$ cat src/rtl/acia_rx_fifo_if.sv
// Bus between the ACIA receiver/host side and the receive FIFO.
// The master drives received bytes and host strobes; the slave (FIFO) returns
// the handshake acknowledge, head-of-queue data and status.
interface acia_rx_fifo_if #(
  parameter int unsigned AW = 3
);
  logic [7:0]  RXDATA;
  logic        RXFULL;
  logic        FRAME;
  logic        PARITY;
  logic        RXTAKEN;
  logic        POP;
  logic        CLR_OVF;
  logic [7:0]  DOUT;
  logic [1:0]  DERR;
  logic        EMPTY;
  logic        FULL;
  logic [AW:0] COUNT;
  logic        OVF;

  modport master (
    output RXDATA, RXFULL, FRAME, PARITY, POP, CLR_OVF,
    input  RXTAKEN, DOUT, DERR, EMPTY, FULL, COUNT, OVF
  );

  modport slave (
    input  RXDATA, RXFULL, FRAME, PARITY, POP, CLR_OVF,
    output RXTAKEN, DOUT, DERR, EMPTY, FULL, COUNT, OVF
  );
endinterface

$ cat src/rtl/acia_rx_fifo.sv
// ACIA receive FIFO: captures one byte per RXFULL assertion into a 2**AW deep
// queue of {FRAME, PARITY, DATA}, acknowledges via RXTAKEN, presents the head
// entry first-word fall-through and flags blocked bytes with a sticky OVF.
// All state changes on the falling edge of PHI2.
module acia_rx_fifo #(
  parameter int unsigned AW = 3
) (
  input  logic              PHI2,
  input  logic              RESET,
  acia_rx_fifo_if.slave     bus
);

  localparam int unsigned DEPTH   = 1 << AW;
  localparam logic [AW:0] CNT_MAX = (AW+1)'(DEPTH);

  localparam logic [1:0] ST_IDLE  = 2'd0;
  localparam logic [1:0] ST_ACK   = 2'd1;
  localparam logic [1:0] ST_STALL = 2'd2;

  logic [1:0]    r_state;
  logic          r_rxtaken;
  logic [AW-1:0] r_wr_ptr;
  logic [AW-1:0] r_rd_ptr;
  logic [AW:0]   r_count;
  logic          r_empty;
  logic          r_full;
  logic          r_ovf;
  logic [9:0]    r_mem [DEPTH];

  logic          w_capture_state;
  logic          w_pop;
  logic          w_wr;
  logic          w_block;
  logic [AW:0]   w_count_nxt;
  logic [9:0]    w_head;

  // Pop only when something is held; a pop on an empty FIFO is ignored.
  // Writing into a full FIFO is legal when the head leaves on the same edge.
  always_comb begin
    w_capture_state = (r_state == ST_IDLE) || (r_state == ST_STALL);
    w_pop           = bus.POP && !r_empty;
    w_wr            = w_capture_state && bus.RXFULL && (!r_full || bus.POP);
    w_block         = (r_state == ST_IDLE) && bus.RXFULL && r_full && !bus.POP;
  end

  // Next occupancy from the write/pop pair; simultaneous write+pop is neutral.
  always_comb begin
    w_count_nxt = r_count;
    case ({w_wr, w_pop})
      2'b10:   w_count_nxt = r_count + 1'b1;
      2'b01:   w_count_nxt = r_count - 1'b1;
      default: w_count_nxt = r_count;
    endcase
  end

  // Capture handshake FSM: one write per RXFULL assertion, RXTAKEN held
  // until RXFULL is seen low, STALL while a byte waits on a full FIFO.
  always_ff @(negedge PHI2) begin
    if (RESET) begin
      r_state   <= ST_IDLE;
      r_rxtaken <= 1'b0;
    end else begin
      case (r_state)
        ST_IDLE: begin
          if (w_wr) begin
            r_state   <= ST_ACK;
            r_rxtaken <= 1'b1;
          end else if (w_block) begin
            r_state   <= ST_STALL;
          end
        end
        ST_STALL: begin
          if (!bus.RXFULL) begin
            r_state <= ST_IDLE;
          end else if (w_wr) begin
            r_state   <= ST_ACK;
            r_rxtaken <= 1'b1;
          end
        end
        ST_ACK: begin
          if (!bus.RXFULL) begin
            r_state   <= ST_IDLE;
            r_rxtaken <= 1'b0;
          end
        end
        default: begin
          r_state   <= ST_IDLE;
          r_rxtaken <= 1'b0;
        end
      endcase
    end
  end

  // Pointer and occupancy bookkeeping; EMPTY/FULL registered from next count.
  always_ff @(negedge PHI2) begin
    if (RESET) begin
      r_wr_ptr <= '0;
      r_rd_ptr <= '0;
      r_count  <= '0;
      r_empty  <= 1'b1;
      r_full   <= 1'b0;
    end else begin
      if (w_wr)
        r_wr_ptr <= r_wr_ptr + 1'b1;
      if (w_pop)
        r_rd_ptr <= r_rd_ptr + 1'b1;
      r_count <= w_count_nxt;
      r_empty <= (w_count_nxt == '0);
      r_full  <= (w_count_nxt == CNT_MAX);
    end
  end

  // Storage write; contents are never cleared since they are hidden while empty.
  always_ff @(negedge PHI2) begin
    if (!RESET && w_wr)
      r_mem[r_wr_ptr] <= {bus.FRAME, bus.PARITY, bus.RXDATA};
  end

  // Sticky overflow: a new block event wins over a same-edge clear.
  always_ff @(negedge PHI2) begin
    if (RESET)
      r_ovf <= 1'b0;
    else if (w_block)
      r_ovf <= 1'b1;
    else if (bus.CLR_OVF)
      r_ovf <= 1'b0;
  end

  // Head entry fall-through, forced to zero while empty.
  always_comb begin
    w_head = r_empty ? '0 : r_mem[r_rd_ptr];
  end

  assign bus.RXTAKEN = r_rxtaken;
  assign bus.DOUT    = w_head[7:0];
  assign bus.DERR    = w_head[9:8];
  assign bus.EMPTY   = r_empty;
  assign bus.FULL    = r_full;
  assign bus.COUNT   = r_count;
  assign bus.OVF     = r_ovf;

endmodule

$ cat src/flat_wrapper.sv
// flat-port wrapper written by rule: the top's interface ports become plain ports
module acia_rx_fifo_flat 
#(
  parameter int unsigned AW = 3
)
  (PHI2, RESET, bus_RXDATA, bus_RXFULL, bus_FRAME, bus_PARITY, bus_POP, bus_CLR_OVF, bus_RXTAKEN, bus_DOUT, bus_DERR, bus_EMPTY, bus_FULL, bus_COUNT, bus_OVF);
  acia_rx_fifo_if #(.AW(AW)) bus_i ();
  input  logic PHI2;
  input  logic RESET;
  input wire logic [$bits(bus_i.RXDATA)-1:0] bus_RXDATA;
  input wire logic [$bits(bus_i.RXFULL)-1:0] bus_RXFULL;
  input wire logic [$bits(bus_i.FRAME)-1:0] bus_FRAME;
  input wire logic [$bits(bus_i.PARITY)-1:0] bus_PARITY;
  input wire logic [$bits(bus_i.POP)-1:0] bus_POP;
  input wire logic [$bits(bus_i.CLR_OVF)-1:0] bus_CLR_OVF;
  output wire logic [$bits(bus_i.RXTAKEN)-1:0] bus_RXTAKEN;
  output wire logic [$bits(bus_i.DOUT)-1:0] bus_DOUT;
  output wire logic [$bits(bus_i.DERR)-1:0] bus_DERR;
  output wire logic [$bits(bus_i.EMPTY)-1:0] bus_EMPTY;
  output wire logic [$bits(bus_i.FULL)-1:0] bus_FULL;
  output wire logic [$bits(bus_i.COUNT)-1:0] bus_COUNT;
  output wire logic [$bits(bus_i.OVF)-1:0] bus_OVF;
  assign bus_i.RXDATA = bus_RXDATA;
  assign bus_i.RXFULL = bus_RXFULL;
  assign bus_i.FRAME = bus_FRAME;
  assign bus_i.PARITY = bus_PARITY;
  assign bus_i.POP = bus_POP;
  assign bus_i.CLR_OVF = bus_CLR_OVF;
  assign bus_RXTAKEN = bus_i.RXTAKEN;
  assign bus_DOUT = bus_i.DOUT;
  assign bus_DERR = bus_i.DERR;
  assign bus_EMPTY = bus_i.EMPTY;
  assign bus_FULL = bus_i.FULL;
  assign bus_COUNT = bus_i.COUNT;
  assign bus_OVF = bus_i.OVF;
  acia_rx_fifo #(.AW(AW)) u_core (.PHI2(PHI2), .RESET(RESET), .bus(bus_i));
endmodule
$ cat config.mk
export PLATFORM = sky130hd
export DESIGN_NAME = acia_rx_fifo_flat
export DESIGN_NICKNAME = d
export VERILOG_FILES = /design/src/rtl/acia_rx_fifo_if.sv /design/src/rtl/acia_rx_fifo.sv /design/src/flat_wrapper.sv
export SDC_FILE = /design/constraint.sdc
export NUM_CORES = 1
export LEC_CHECK = 0
export BUFFER_PORTS_ARGS = -buffer_cell sky130_fd_sc_hd__buf_2
export CORE_UTILIZATION = 62
export CTS_BUF_LIST = sky130_fd_sc_hd__clkbuf_8
export CTS_CLUSTER_SIZE = 40
export DETAILED_ROUTE_END_ITERATION = 6
export GPL_TIMING_DRIVEN = 0
export PLACE_DENSITY_LB_ADDON = 0.2
export SYNTH_ARGS = -nofsm -noshare
export SYNTH_HDL_FRONTEND = slang
export SYNTH_SLANG_ARGS = --single-unit
$ cat constraint.sdc
create_clock -name PHI2 -period 5.9 [get_ports PHI2]
set_clock_uncertainty 0.2 [all_clocks]
set_input_delay 1.475 -clock PHI2 [delete_from_list [all_inputs] [get_ports PHI2]]
set_output_delay 1.475 -clock PHI2 [all_outputs]
set_load 0.1 [all_outputs]
==> impl_results.md, run 1 <==
- HP Start: u_core.bus.OVF$_SDFFE_NP0P_
- Routed Antenna Nets: 0
- Vias per cell: a little over 6
- DR vias: 2754
- Pin count of the biggest net entering global routing: 18
- Initial core utilization: roughly two thirds
- Failing checks: negative setup slack
- Post-synthesis cell area: just under 4000 sq um
- DR pass1 iterations: 5
- Dpl ws: -928 ps
- Clock Tree Buf Depth: 2
- Worst slew pin tran: 637 ps
- Total GRT Usage: 31.4%
- Main synth FF type: edfxtp_1
- Initial antenna violation count: 0
- Syn Nets: 241
- PortBufs: 31
- Total negative slack: -7000 ps
- Relative slew margins: approximately 58%
- Outcome: complete, but fails checks
- Clk_lat worst skew: 430 ps
- Ant. Diodes: 0
- Placer congestion estimate: between 0.7 and 0.8
- Crit Path Category: flip-flop to primary output
- Slew Limit Fails: 0
- RSZ-0062 raised after global routing: true
- CTS tree: done
- Final setup vio count: 16
- Power density cells: between 400 and 500 nW/um^2
- Post-synth EDFFs: 80
- WHS: between 200 and 300 ps
- Num CTS Buffers: 9
- DR WL/cell: 23.9 microns
- Seq/Total Area, Yosys: a little under three quarters
- Reg2reg start: u_core.bus.FULL$_SDFF_NP0_
- Share of cells above drive strength 1: a little over a third
- Commonest cells post-synth: edfxtp_1 (80), nor2_1 (32), mux4_2 (20), dfxtp_1 (19), mux2i_1 (13)
- Setup crit start kind: flip-flop
- Num rows: 28
- Worst setup slack after layout: -681 ps
- Synth area leaders: edfxtp_1 (62%), mux4_2 (12%), dfxtp_1 (9.8%)
- DIE AREA: approximately 6600 sq um
- CP endpoint kind: primary output
- Max_cap viols: 0
- Worst Path Required: about 4200 ps
- Worst-path clk slew: about 40 ps
- Top-area cell type share of the netlist area: around three fifths
- #FFs+latches synth: about 100
- Ys Warns: 0
- Non-filler cells, final: 455
- Vias in the first global route: roughly 2800
- Fin. Hold Viols: 0
- Routed WL: approximately 11 mm
- Final core occ: just over 90%
- Dpl cells: ~330
- Syn Inst Count: roughly 220
- Post-synth top area cell: edfxtp_1
- H-tree levels: 3
- Post-Synthesis Mean Instance Area: 17.6 sq um
- Layout area overhead: 39.7%
- Asr flop ratio synth: 0%
- CP Max Fanout: 10
- CTS Hold Bufs: 0
- Core Region: ~6000 sq um
- Final Net Count: just under 400
- Die H: a little over 80 microns
- Peak supply drop: 0.364 mV
- IO Count: 33
- CTS sink count: 99
- Hold Crit Class: flip-flop to flip-flop
- Initial DRC count: 232
- Die Wd: ~81 microns
- GRT overflow: 0
- DRC viols: 0
- Clk root buf: clkbuf_8
- Most frequent cell after synthesis: edfxtp_1
- Global-route wire length before repair: between 10 and 15 mm
- Half-perimeter wire length after placement: 4.28 mm
- WP data arrival: ~5000 ps
- Static Leak: about 2.2 nW
- Synth unique cells: 29
[power breakdown]
group	total (mW)	internal, mW	switching, mW
clock	0.762	0.250	0.512
combinational	0.689	0.253	0.436
sequential	0.820	0.786	0.0340
total	2.27	1.29	0.982
[worst paths after layout]
path	end	slack (ps)	depth (start not counted)
worst min register to register	u_core.bus.OVF$_SDFFE_NP0P_	280	1
worst max register to register	u_core.bus.FULL$_SDFF_NP0_	3440	11
worst max-delay path	bus_DOUT[1]	-680	5
worst min-delay path	u_core.bus.OVF$_SDFFE_NP0P_	280	1
[metrics by stage]
step | instance area [sq um] | total power, mW
after floorplan | 4100 | 1.37
after global routing | 5430 | 2.36
after CTS | 5240 | 2.16
after detailed placement | 4350 | 1.45
final | 5430 | 2.27
after global placement | 4350 | 1.44
[kinds of logic after synthesis]
family,count (synthesis),share of synthesized area [%]
muxes,33,14.9
adders and majority gates,5,1.61
DFF,99,71.6
xor gates and xnor gates,8,1.80
AOI/OAI and AO/OA,10,2.06
and+or+nand+nor,55,6.86
buffers and inverters,11,1.13
[layer usage]
metal	global-route usage [%]	vias to the layer above	part of all wire, %
li1	-	1164	-
met1	35.3	1343	35
met2	50.6	214	52
met3	11.7	33	10
met4	19.6	0	2.7
met5	0	-	0
[layout by cell type (no fill, tap or decap), types with 9 or more instances in the layout]
cell      instances
mux4_2           20
buf_2            17
clkbuf_8          9
edfxtp_1         80
nor2_1           15
buf_4            10
dfxtp_1          15
buf_12           17
inv_1           100
nor2_4           16
[layout make-up]
class	count	area (sq um)
buffer	8	70.1
clock buffer	9	124
clock inverter	106	434
fill	207	562
inverter	2	7.51
multi-input combinational	111	1410
sequential	99	2790
tap	75	93.8
timing repair buffer	45	504
[worst max-delay path: stages (launching register included)]
cell and delay [ps]:
dfxtp_4 370, buf_12 160, mux4_2 560, mux2i_4 220, nor2_4 60, buf_12 170
[registers in the layout, indices dropped and copies added, names as in the netlist, named ones only]
signal / count
u_core.bus.OVF: 1
u_core.r_state: 2
u_core.bus.FULL: 1
u_core.bus.EMPTY: 1
u_core.r_wr_ptr: 3
u_core.bus.RXTAKEN: 1
u_core.bus.COUNT: 4
u_core.r_rd_ptr: 3
u_core.r_mem: 80
[what timing repair did]
action,in CTS,in global routing
buffers inserted,5,9
pin swaps,7,10
resized for setup,66,15
endpoints found under the setup margin,63,94
No activity file was read; power rests on OpenSTA's default activity.
==> run 2, diff against run 1 <==
Settings changed: SKIP_LAST_GASP from default to 1.
==> run 2 against run 1 <==
  * The flow still finishes with violations (negative setup slack)
  * Sequential cell count did not move
  * Sequential share of layout area fell by 0.57 points
  * First-iteration DRC count rose by 31%
  * Clock-buffer cell count did not move
  * Die area did not move
  * Global-route usage fell by 0.93 points
  * Clock power barely moved
  * Cell area rose by 1.1%
  * Total power rose by 1.7%
  * Via count fell by 0.54%
  * Non-clock buffer count rose by 1
  * Setup slack got worse by 90 ps
  * Critical path type unchanged
  * Largest power group unchanged
==> impl_results.md, run 2 (synthesized netlist as in run 1, its figures left out) <==
- Initial DRC count: 303 (+31%)
- GRT overflow: 0 (unchanged)
- Share of cells above drive strength 1: 37.0% (+0.69 points)
- Sequential share of power: 35.7% (-0.4 points)
- Routed WL: 11.0 mm (+0.98%)
- Top reg by flops: u_core.r_mem
- Crit Path Category: flip-flop to primary output
- Clk root buf: clkbuf_8
- CTS Hold Bufs: 0 (unchanged)
- Outcome: complete, but fails checks
- DRC viols: 0 (unchanged)
- Fin. Hold Viols: 0 (unchanged)
- Vias per cell: 6.01 (-0.76%)
- RSZ-0062 raised after global routing: true
- Placer congestion estimate: 0.756 (unchanged)
- DR WL/cell: 24.1 microns (+0.75%)
- WP data arrival: 5000 ps (+90 ps)
- IO Count: 33 (unchanged)
- Power share of the clock group: 33.1% (-0.4 points)
- RR Endpoint: u_core.bus.FULL$_SDFF_NP0_
- Clk_lat worst skew: 430 ps (about the same)
- Global-route wire length before repair: 13.6 mm (-2.2%)
- Num rows: 28 (unchanged)
- Die Wd: 81.2 microns (unchanged)
- Internal: 1.31 mW (+1.6%)
- Initial antenna violation count: 0 (unchanged)
- CP endpoint kind: primary output
- Peak supply drop: 0.394 mV (+8.3%)
- Max_cap viols: 0 (unchanged)
- Most frequent cells in the layout: inv_1 (100), edfxtp_1 (80), mux4_2 (20)
- Non-filler cells, final: 456 (+0.22%)
- Filler Cell Count: 192 (-7.2%)
- Switching pwr: 0.999 mW (+1.8%)
- H-tree levels: 3 (unchanged)
- Worst Path Required: 4220 ps (about the same)
- Commonest non-fill, non-tap cell in the layout: inv_1
- Vias in the first global route: 2755 (-1.3%)
- Power, Total: 2.31 mW (+1.7%)
- Clock Tree Buf Depth: 2 (unchanged)
- CP Max Fanout: 10 (unchanged)
- Setup crit start kind: flip-flop
- Final setup vio count: 14 (-2)
- Worst slew pin tran: 614 ps (-22.6 ps)
- Total GRT Usage: 30.4% (-0.93 points)
- Routed Antenna Nets: 0 (unchanged)
- Switching share of power: 43.3% (+0.046 points)
- Reg2reg start: u_core.bus.FULL$_SDFF_NP0_
- Core Region: 5990 sq um (unchanged)
- Dpl cells: 327 (unchanged)
- Number of flip-flops under the largest register name: 80 (unchanged)
- DIE AREA: 6590 sq um (unchanged)
- Ant. Diodes: 0 (unchanged)
- DR vias: 2739 (-0.54%)
- CTS sink count: 99 (unchanged)
- Initial core utilization: 64.9% (unchanged)
- PortBufs: 31 (unchanged)
- Layout area overhead: 41.3%
- Static Leak: 2.21 nW (+0.97%)
- Flop2flop setup slack: 3440 ps (about the same)
- Power density cells: 421 nW/um^2 (+0.57%)
- Half-perimeter wire length after placement: 4.28 mm (unchanged)
- Pin count of the biggest net entering global routing: 18 (unchanged)
- DR pass1 iterations: 5 (unchanged)
- Hold Crit Class: flip-flop to flip-flop
- CTS tree: done
- Critical Path End: bus_DOUT[2]
- Relative slew margins: 59.1% (+1.5 points)
- Worst setup slack after layout: -772 ps (-90.2 ps)
- Worst-path clk slew: 70 ps (+30 ps)
- Final Net Count: 396 (+0.25%)
- R2R depth: 11 (unchanged)
- Die H: 81.2 microns (unchanged)
- Num CTS Buffers: 9 (unchanged)
- Comb pwr share: 31.2% (+0.9 points)
- Failing checks: negative setup slack
- Slew Limit Fails: 0 (unchanged)
## run 2: worst min path at each step
stage	start	endpoint	slack (ps)	cells past startpoint
floorplan	u_core.r_rd_ptr[2]$_SDFFE_NP0P_	flip-flop	280	2
global route	u_core.bus.OVF$_SDFFE_NP0P_	u_core.bus.OVF$_SDFFE_NP0P_	290	1
detailed placement	u_core.bus.OVF$_SDFFE_NP0P_	u_core.bus.OVF$_SDFFE_NP0P_	260	1
global placement	u_core.bus.OVF$_SDFFE_NP0P_	u_core.bus.OVF$_SDFFE_NP0P_	250	1
CTS	u_core.bus.OVF$_SDFFE_NP0P_	u_core.bus.OVF$_SDFFE_NP0P_	270	1
finish	u_core.bus.OVF$_SDFFE_NP0P_	u_core.bus.OVF$_SDFFE_NP0P_	270	1
## run 2: layout make-up
cell class | instances | area, sq um | area share (%)
Sequential cell | 99 | 2790 | 50.8
Multi-Input combinational cell | 111 | 1440 | 26.1
Timing Repair Buffer | 46 | 534 | 9.73
Clock inverter | 106 | 434 | 7.91
Clock buffer | 9 | 124 | 2.26
Tap cell | 75 | 93.8 | 1.71
Buffer | 8 | 71.3 | 1.30
Inverter | 2 | 7.51 | 0.137
## run 2: worst max-delay path, stage by stage (launching register included)
cell and delay (ps):
dfxtp_1 330, clkbuf_2 370, mux4_2 390, mux2i_2 270
nor2_4 70, buf_12 180
## run 2: stage by stage
step | worst slack, ps | hold slack, ps | area [sq um] | TNS, ps | util (%)
3_3_place_gp | -859 | 253 | 4350 | -40290 | 72.6
5_1_grt | -822 | 292 | 5490 | -8580 | 91.6
4_1_cts | -697 | 271 | 5140 | -7030 | 85.8
6_report | -772 | 274 | 5490 | -7760 | 91.6
3_5_place_dp | -928 | 256 | 4350 | -44280 | 72.6
2_1_floorplan | -546 | 285 | 4100 | -11980 | -
## run 2: what timing repair did
item,4_1_cts,5_1_grt
buffers inserted,5,8
endpoints found under the setup margin,63,96
gates cloned,0,2
hold endpoints to repair,0,0
gates resized for setup,44,44
pin swaps,7,19
## run 2: power by group through the flow
| stage | registers [mW] | logic (mW) | clock network, mW |
|---|---|---|---|
| after floorplan | 0.899 | 0.368 | 0.101 |
| after global placement | 0.819 | 0.524 | 0.101 |
| after detailed placement | 0.820 | 0.532 | 0.101 |
| after CTS | 0.813 | 0.601 | 0.701 |
| after global routing | 0.827 | 0.740 | 0.833 |
| final | 0.825 | 0.720 | 0.765 |
## run 2: metal layers
layer | track usage, % | vias to the layer above | part of all wire [%]
met4 | 17.3 | 0 | 2.7
met1 | 34.9 | 1346 | 37
met5 | 0 | - | 0
li1 | - | 1164 | -
met2 | 47.8 | 193 | 51
met3 | 13.1 | 36 | 9.4
